$ cat config.mk
export PLATFORM = sky130hd
export DESIGN_NAME = fpadd_seq
export DESIGN_NICKNAME = d
export VERILOG_FILES = /design/src/rtl/fpadd_seq.sv
export SDC_FILE = /design/constraint.sdc
export NUM_CORES = 1
export LEC_CHECK = 0
export CORE_ASPECT_RATIO = 1.4
export CORE_MARGIN = 3
export CORE_UTILIZATION = 54
export CTS_BUF_LIST = sky130_fd_sc_hd__clkbuf_4
export DETAILED_ROUTE_END_ITERATION = 8
export PLACE_DENSITY = 0.89
export REMOVE_ABC_BUFFERS = 1
export SYNTH_ARGS = -nofsm -noshare
export SYNTH_HDL_FRONTEND = slang
export SYNTH_SLANG_ARGS = --single-unit
export TNS_END_PERCENT = 5
$ cat constraint.sdc
create_clock -name clk -period 3.65 [get_ports clk]
set_input_delay 0.365 -clock clk [delete_from_list [all_inputs] [get_ports clk]]
set_output_delay 0.365 -clock clk [all_outputs]
set_load 0.01 [all_outputs]
$ cat src/rtl/fpadd_seq.sv
// Issue/collect wrapper around the multi-cycle fpadd core: one add in flight, results queued in a small FIFO.
// Optional build macro FPSEQ_TIMEOUT_EN adds a done-wait timeout with a tmo pulse and quiet-NaN result.
//
// state   | meaning
// IDLE    | waiting for an operand pair (needs a free FIFO slot)
// ISSUE   | add_start pulse to fpadd; stale add_done ignored
// WAIT    | waiting for add_done
// CAPTURE | push the sum (or NaN on timeout) into the FIFO
module fpadd_seq #(
  parameter int DEPTH      = 4,
  parameter int TMO_CYCLES = 320
) (
  input  logic                     clk,
  input  logic                     reset,
  input  logic                     in_valid,
  input  logic [31:0]              in_a,
  input  logic [31:0]              in_b,
  output logic                     in_ready,
  output logic                     add_start,
  output logic [31:0]              add_a,
  output logic [31:0]              add_b,
  input  logic [31:0]              add_sum,
  input  logic                     add_done,
  output logic                     out_valid,
  output logic [31:0]              out_sum,
  input  logic                     out_ready,
  output logic                     busy,
  output logic [$clog2(DEPTH):0]   count
`ifdef FPSEQ_TIMEOUT_EN
  ,
  output logic                     tmo
`endif
);

  localparam int AW = $clog2(DEPTH);
  localparam int CW = AW + 1;

  typedef enum logic [1:0] {IDLE, ISSUE, WAIT, CAPTURE} state_t;

  state_t        state, state_next;
  logic          accept, push, pop, tmo_hit;
  logic [31:0]   push_data;
  logic [31:0]   mem [DEPTH];
  logic [AW-1:0] wr_ptr, rd_ptr;

  assign in_ready  = (state == IDLE) && (count < CW'(DEPTH));
  assign accept    = in_valid && in_ready;
  assign push      = (state == CAPTURE);
  assign out_valid = (count != '0);
  assign pop       = out_valid && out_ready;
  assign out_sum   = mem[rd_ptr];
  assign busy      = (state == ISSUE) || (state == WAIT);

`ifdef FPSEQ_TIMEOUT_EN
  localparam int WCW = $clog2(TMO_CYCLES + 1);
  logic [WCW-1:0] wait_cnt;

  assign tmo_hit   = (state == WAIT) && !add_done && (wait_cnt == WCW'(TMO_CYCLES - 1));
  // tmo is high exactly in the CAPTURE cycle that follows a timeout
  assign push_data = tmo ? 32'h7FC0_0000 : add_sum;

  always_ff @(posedge clk) begin
    if (reset) begin
      wait_cnt <= '0;
      tmo      <= 1'b0;
    end else begin
      wait_cnt <= (state == WAIT) ? wait_cnt + 1'b1 : '0;
      tmo      <= tmo_hit;
    end
  end
`else
  // The timeout limit only matters in the timeout build.
  logic unused_tmo_cfg;
  assign unused_tmo_cfg = ^TMO_CYCLES;
  assign tmo_hit        = 1'b0;
  assign push_data      = add_sum;
`endif

  always_ff @(posedge clk) begin
    if (reset) state <= IDLE;
    else       state <= state_next;
  end

  always_comb begin
    state_next = state;
    case (state)
      IDLE:    if (accept) state_next = ISSUE;
      ISSUE:   state_next = WAIT;
      WAIT:    if (add_done || tmo_hit) state_next = CAPTURE;
      CAPTURE: state_next = IDLE;
      default: state_next = IDLE;
    endcase
  end

  always_ff @(posedge clk) begin
    if (reset) begin
      add_start <= 1'b0;
      add_a     <= '0;
      add_b     <= '0;
    end else begin
      add_start <= accept;
      if (accept) begin
        add_a <= in_a;
        add_b <= in_b;
      end
    end
  end

  always_ff @(posedge clk) begin
    if (push) mem[wr_ptr] <= push_data;
  end

  // DEPTH is a power of two, so pointers wrap naturally
  always_ff @(posedge clk) begin
    if (reset) begin
      wr_ptr <= '0;
      rd_ptr <= '0;
      count  <= '0;
    end else begin
      if (push) wr_ptr <= wr_ptr + 1'b1;
      if (pop)  rd_ptr <= rd_ptr + 1'b1;
      if (push && !pop)      count <= count + 1'b1;
      else if (pop && !push) count <= count - 1'b1;
    end
  end

endmodule

Yosys cells after proc, flatten, opt, wreduce, memory -nomap -nowiden
Memories as Yosys holds them, arrays and structs flattened. A register that Yosys moved wholly into a read port is not among the register bits.
Cells that the tools add are included.
{ "op_classes": {"add_sub_neg": 4, "n_lt_le_gt_ge": 1, "n_eq_ne": 5, "mux": 9, "n_reduce_logical": 12} }
{ "ops": {"columns": ["op", "n"], "rows": [
  ["2-to-1 mux 2 bit", 4],
  ["one-hot mux 2 bit (4 select lines)", 1],
  ["2-to-1 mux 3 bit", 2],
  ["logical AND 1 bit", 5],
  ["adder 2 x 1 -> 2 bit (second input constant)", 2],
  ["== test 2 bit (second input constant)", 2],
  ["!= test 2 bit (second input constant)", 2],
  ["adder 3 x 1 -> 3 bit (second input constant)", 1],
  ["less-than comparator 3 bit (second input constant)", 1],
  ["nonzero test 3 bit", 1],
  ["subtractor 3 x 1 -> 3 bit (second input constant)", 1],
  ["== test 2 x 1 -> 1 bit (second input constant)", 1],
  ["logical NOT 1 bit", 2],
  ["logical NOT 2 bit", 1],
  ["2-to-1 mux 1 bit", 2],
  ["AND reduction 2 bit", 1],
  ["nonzero test 2 bit", 1],
  ["logical OR 1 bit", 1]
]} }
{ "totals": {"reg_bits": 74, "ramBits": 128, "inputBits": 101, "output_inout_bits": 103, "wordCells": 39, "n_memories": 1} }
{ "memory_table": {"columns": ["memory", "words", "word_bits", "rd", "rd_clocked_by_memory_dff", "write_ports", "line_no", "text"], "rows": [
  ["mem", 4, 32, 1, 1, 1, "43", "logic [31:0] mem [DEPTH];"]
]} }

Depth between registers and ports, before layout
{ "logic_depth": {"ltp_word": 5, "mapped_depth": 7, "ltp_nobuf": 7} }

Worst setup path before layout
No wires, ideal clock.
{ "synth_timing": {"path_type": "reg-to-reg", "from": "register count[2]", "to": "register count[2]", "setup_time_ns": 0.070, "arrival_ns": 1.903, "setup_slack_ns": 1.677, "stages_incl_launch_ff": 8, "period_less_slack_ns": 1.973, "cell_sequence": "dfxtp_1 -> o31ai_2 -> ha_1 -> inv_1 -> fa_1 -> xor2_1 -> or3_1 -> a21oi_1"} }
{ "synth_between": {"elab_chain_len": 5, "elab_cells_between_ends": 10, "cone_classes": "add/sub: 2; mux: 2; reduce/logical: 6"} }
{ "synth_lines": {"columns": ["item", "line_no", "text"], "rows": [
  ["start, declared", "28", "output logic [$clog2(DEPTH):0] count"],
  ["start signal, assigned", "122", "if (push && !pop) count <= count + 1'b1;"],
  ["start signal, assigned", "123", "else if (pop && !push) count <= count - 1'b1;"],
  ["branches (longest 5 deep; another with subtractor 3 x 1 -> 3 bit)", null, null]
]} }
Several ways; the timed one is not identified. The select of a mux whose other input is x is not followed.
A chain may end at the register's enable or synchronous reset.

==> impl_metrics.csv <==
group,metric,value,unit
floorplan,placementRows,51,
logic_synthesis,synthesis.yosys.warnings,0,
power,internal_power,0.00471,W
worst_setup_path,criticalPathCategory,"reg2out",
place,dp_hpwl,12.2,mm
logic_synthesis,synthMostInstantiatedCell,"edfxtp_1",
sta,fin_ws,0.753,ns
worst_setup_path,critical_path.max_fanout,32,
sta,skew,0.0551,ns
clock_network,cts_made_buffers,48,
global_route,grt_max_degree,66,
logic_synthesis,synth_largest_type_area_fraction,0.484,
detailed_routing,detailedRoute.firstPassIterationCount,4,
place,gp_routability_congestion,0.783,
power,power.share.sequential,0.417,
worst_setup_path,worstRegToRegCells,7,
worst_setup_path,setup.reg_to_reg.worst_slack,1.52,ns
detailed_routing,detail_route.vias_per_cell,5.18,
layout,area_delta_synth_final,33.3,%
floorplan,die_w,109,um
worst_hold_path,worstHoldPathType,"in2reg",
floorplan,die_area,16200,um2
logic_synthesis,synth_cell_types,29,
global_route,via_count_of_the_first_global_routing_pass,5433,
floorplan,vertical_die_dimension,150,um
place,placed_area,9980,um2
logic_synthesis,top_cells_by_count_synth,"128 x edfxtp_1, 76 x dfxtp_1, 68 x nand2_1, 60 x a21oi_2, 60 x nand2_2",
worst_setup_path,cp_data_arrival_time,2.53,ns
sta,final-setup-viol-count,0,
worst_hold_path,timing.hold.worst_endpoint,"add_a[22]$_SDFFE_PP0P_",
logic_synthesis,post_synth_main_area_contributors,"edfxtp_1 48%, dfxtp_1 19%, mux4_2 9.1%",
power,report.power.total,0.00672,W
layout,final_util,0.748,
logic_synthesis,synth_seq_area_share,0.675,
global_route,grtUsageMet1,0.259,
logic_synthesis,mappedNetlistArea,7950,um2
sta,finalHoldViolCount,0,
clock_network,clk_pin_slew,0.07,ns
worst_setup_path,r2r_start,"count[2]$_SDFFE_PP0P_",
power,irDropWorstVdd,0.417,mV
clock_network,cts_htree_levels,2,
run,total_of_max_cap_violations,0,
logic_synthesis,ys_seq_elements,204,
clock_network,postCtsSetupRepairBufs,0,
logic_synthesis,post_synth_edffs,128,
clock_network,ctsLongestPathBuffers,3,
logic_synthesis,postSynth.asyncResetShare,0,
power,power.leakage,3.56,nW
worst_hold_path,worst_hold_startpoint,"in_a[22]",
power,pwr-share-clk,0.260,
sta,setup_repair_after_global_routing_missed_its_margin,"false",
place,place.port_buffers,203,
detailed_routing,post_drt_wl_per_cell,18.3,um
worst_setup_path,critical_path_required,3.28,ns
power,power.share.combinational,0.323,
sta,max_freq,345,MHz
detailed_routing,via_count,4992,
worst_setup_path,worstSetupEndpointType,"primary output",
floorplan,num_ports,204,
sta,final.period_utilization,0.794,
logic_synthesis,postSynth.topFlopCell,"edfxtp_1",
global_route,groute.usage.overall,0.223,
global_route,grt.busiest_layer,"met2",
clock_network,cts_repair_resize_count,0,
clock_network,clock_insertion_delay_worst_skew,0.59,ns
power,switching_part_of_the_total_power,0.299,
sta,timing.max_slew.rel_slack,0.389,
clock_network,clk_root_buffer_cell,"clkbuf_4",
detailed_routing,post-route-drc-count,0,
logic_synthesis,avgSynthCellArea,15.6,um2
detailed_routing,drt_wl_total,17.6,mm
floorplan,design.core.area,14200,um2
global_route,global_route_wire_length_before_repair,27.9,mm
logic_synthesis,synthCells,508,
worst_setup_path,startpoint_type,"register",
outcome,result_of_the_run,"complete, no violations",
sta,fin_setup_tns,0,ns
worst_setup_path,r2r_end,"count[2]$_SDFFE_PP0P_",
layout,cell_area_after_layout,10600,um2
place,detailedPlace.worstSlack,1.33,ns
detailed_routing,dr.first_iter.drc_count,180,
layout,final_nets,851,
global_route,grt_util_met3,0.0954,
logic_synthesis,synth_largest_area_cell,"edfxtp_1",
power,power.switching,0.00201,W
sta,post-route-min-period,2.90,ns
sta,maxSlewViolCount,0,
global_route,grt_antenna_before_repair,0,
floorplan,initial_core_util,0.561,
power,power_density,634,nW/um2
sta,max_slew.worst_pin.slew,0.916,ns
clock_network,cts_tree,"built",
clock_network,hold_buffers,0,
global_route,gr-usage-met2,0.370,
layout,post_route_cells_drive_above_1_share,0.310,
clock_network,clock_sink_count,204,
detailed_routing,antenna_left,0,
global_route,grt_remaining_overflow,0,
worst_hold_path,whs_path_depth,3,
[metal layers]
metal | vias to the layer above | part of all wire
li1 | 2342 | -
met1 | 2371 | 0.36
met2 | 250 | 0.50
met3 | 29 | 0.12
met4 | 0 | 0.021
met5 | - | 0
[critical path, stage by stage, from the launching register on]
cell	delay, ns
dfxtp_2	0.31
buf_4	0.49
mux4_2	0.62
clkdlybuf4s50_1	0.50
[flip-flops by register name, indices dropped and copies added, names as in the netlist, named ones only]
name       cells
mem          128
add_a         32
add_b         32
count          3
rd_ptr         2
state          2
wr_ptr         2
add_start      1
[through the flow]
step,std cells,hold WS (ns)
detailed placement,875,0.451
floorplan,479,0.427
global placement,875,0.446
finish,964,0.325
global route,963,0.282
CTS,963,0.278
[final cells by class]
class,count,area (um2)
Antenna cell,1,2.50
Inverter,6,22.5
Clock buffer,74,556
Multi-Input combinational cell,269,2270
Fill cell,887,3570
Timing Repair Buffer,211,2090
Clock inverter,14,53.8
Tap cell,185,231
Sequential cell,204,5370
[cells in the final DEF, fill, tap and decap left out, drive strengths merged, types with 2 or more instances in the layout]
cell             n
or3              2
dfxtp           76
xor2             4
nor2             8
nand2          128
a211oi           2
edfxtp         128
clkdlybuf4s50  202
nand2b           3
clkbuf          74
mux2i            3
and2             4
mux4            32
a21oi           65
clkinv          14
inv              6
buf              9
ha               9
[how the worst max path moves through the flow]
| stage | depth (start not counted) | end | start |
|---|---|---|---|
| global placement | 3 | out_sum[29] | register |
| floorplan | 5 | add_b[0]$_SDFFE_PP0P_ | state[0]$_SDFFE_PP0P_ |
| global route | 3 | out_sum[3] | register |
| CTS | 3 | out_sum[3] | register |
| detailed placement | 3 | out_sum[3] | register |
| finish | 3 | out_sum[3] | register |
[logic make-up after synthesis]
group | after synthesis | share of synthesized area
flip-flops | 204 | 0.675
AND/OR/NAND/NOR | 148 | 0.0931
AO/OA/AOI/OAI | 71 | 0.0756
buffers and inverters | 35 | 0.0395
multiplexers | 35 | 0.0945
adder cells (fa/ha/maj) | 10 | 0.0167
XOR/XNOR | 5 | 0.00551
[power by group through the flow]
stage                     Sequential [W]  Clock, W  Combinational [W]
after CTS                        0.00280   0.00181            0.00220
final                            0.00280   0.00174            0.00217
after global routing             0.00283   0.00193            0.00235
after global placement           0.00284         0            0.00213
after floorplan                  0.00298         0            0.00106
after detailed placement         0.00285         0            0.00220
Power figures use the tool's default switching activity.
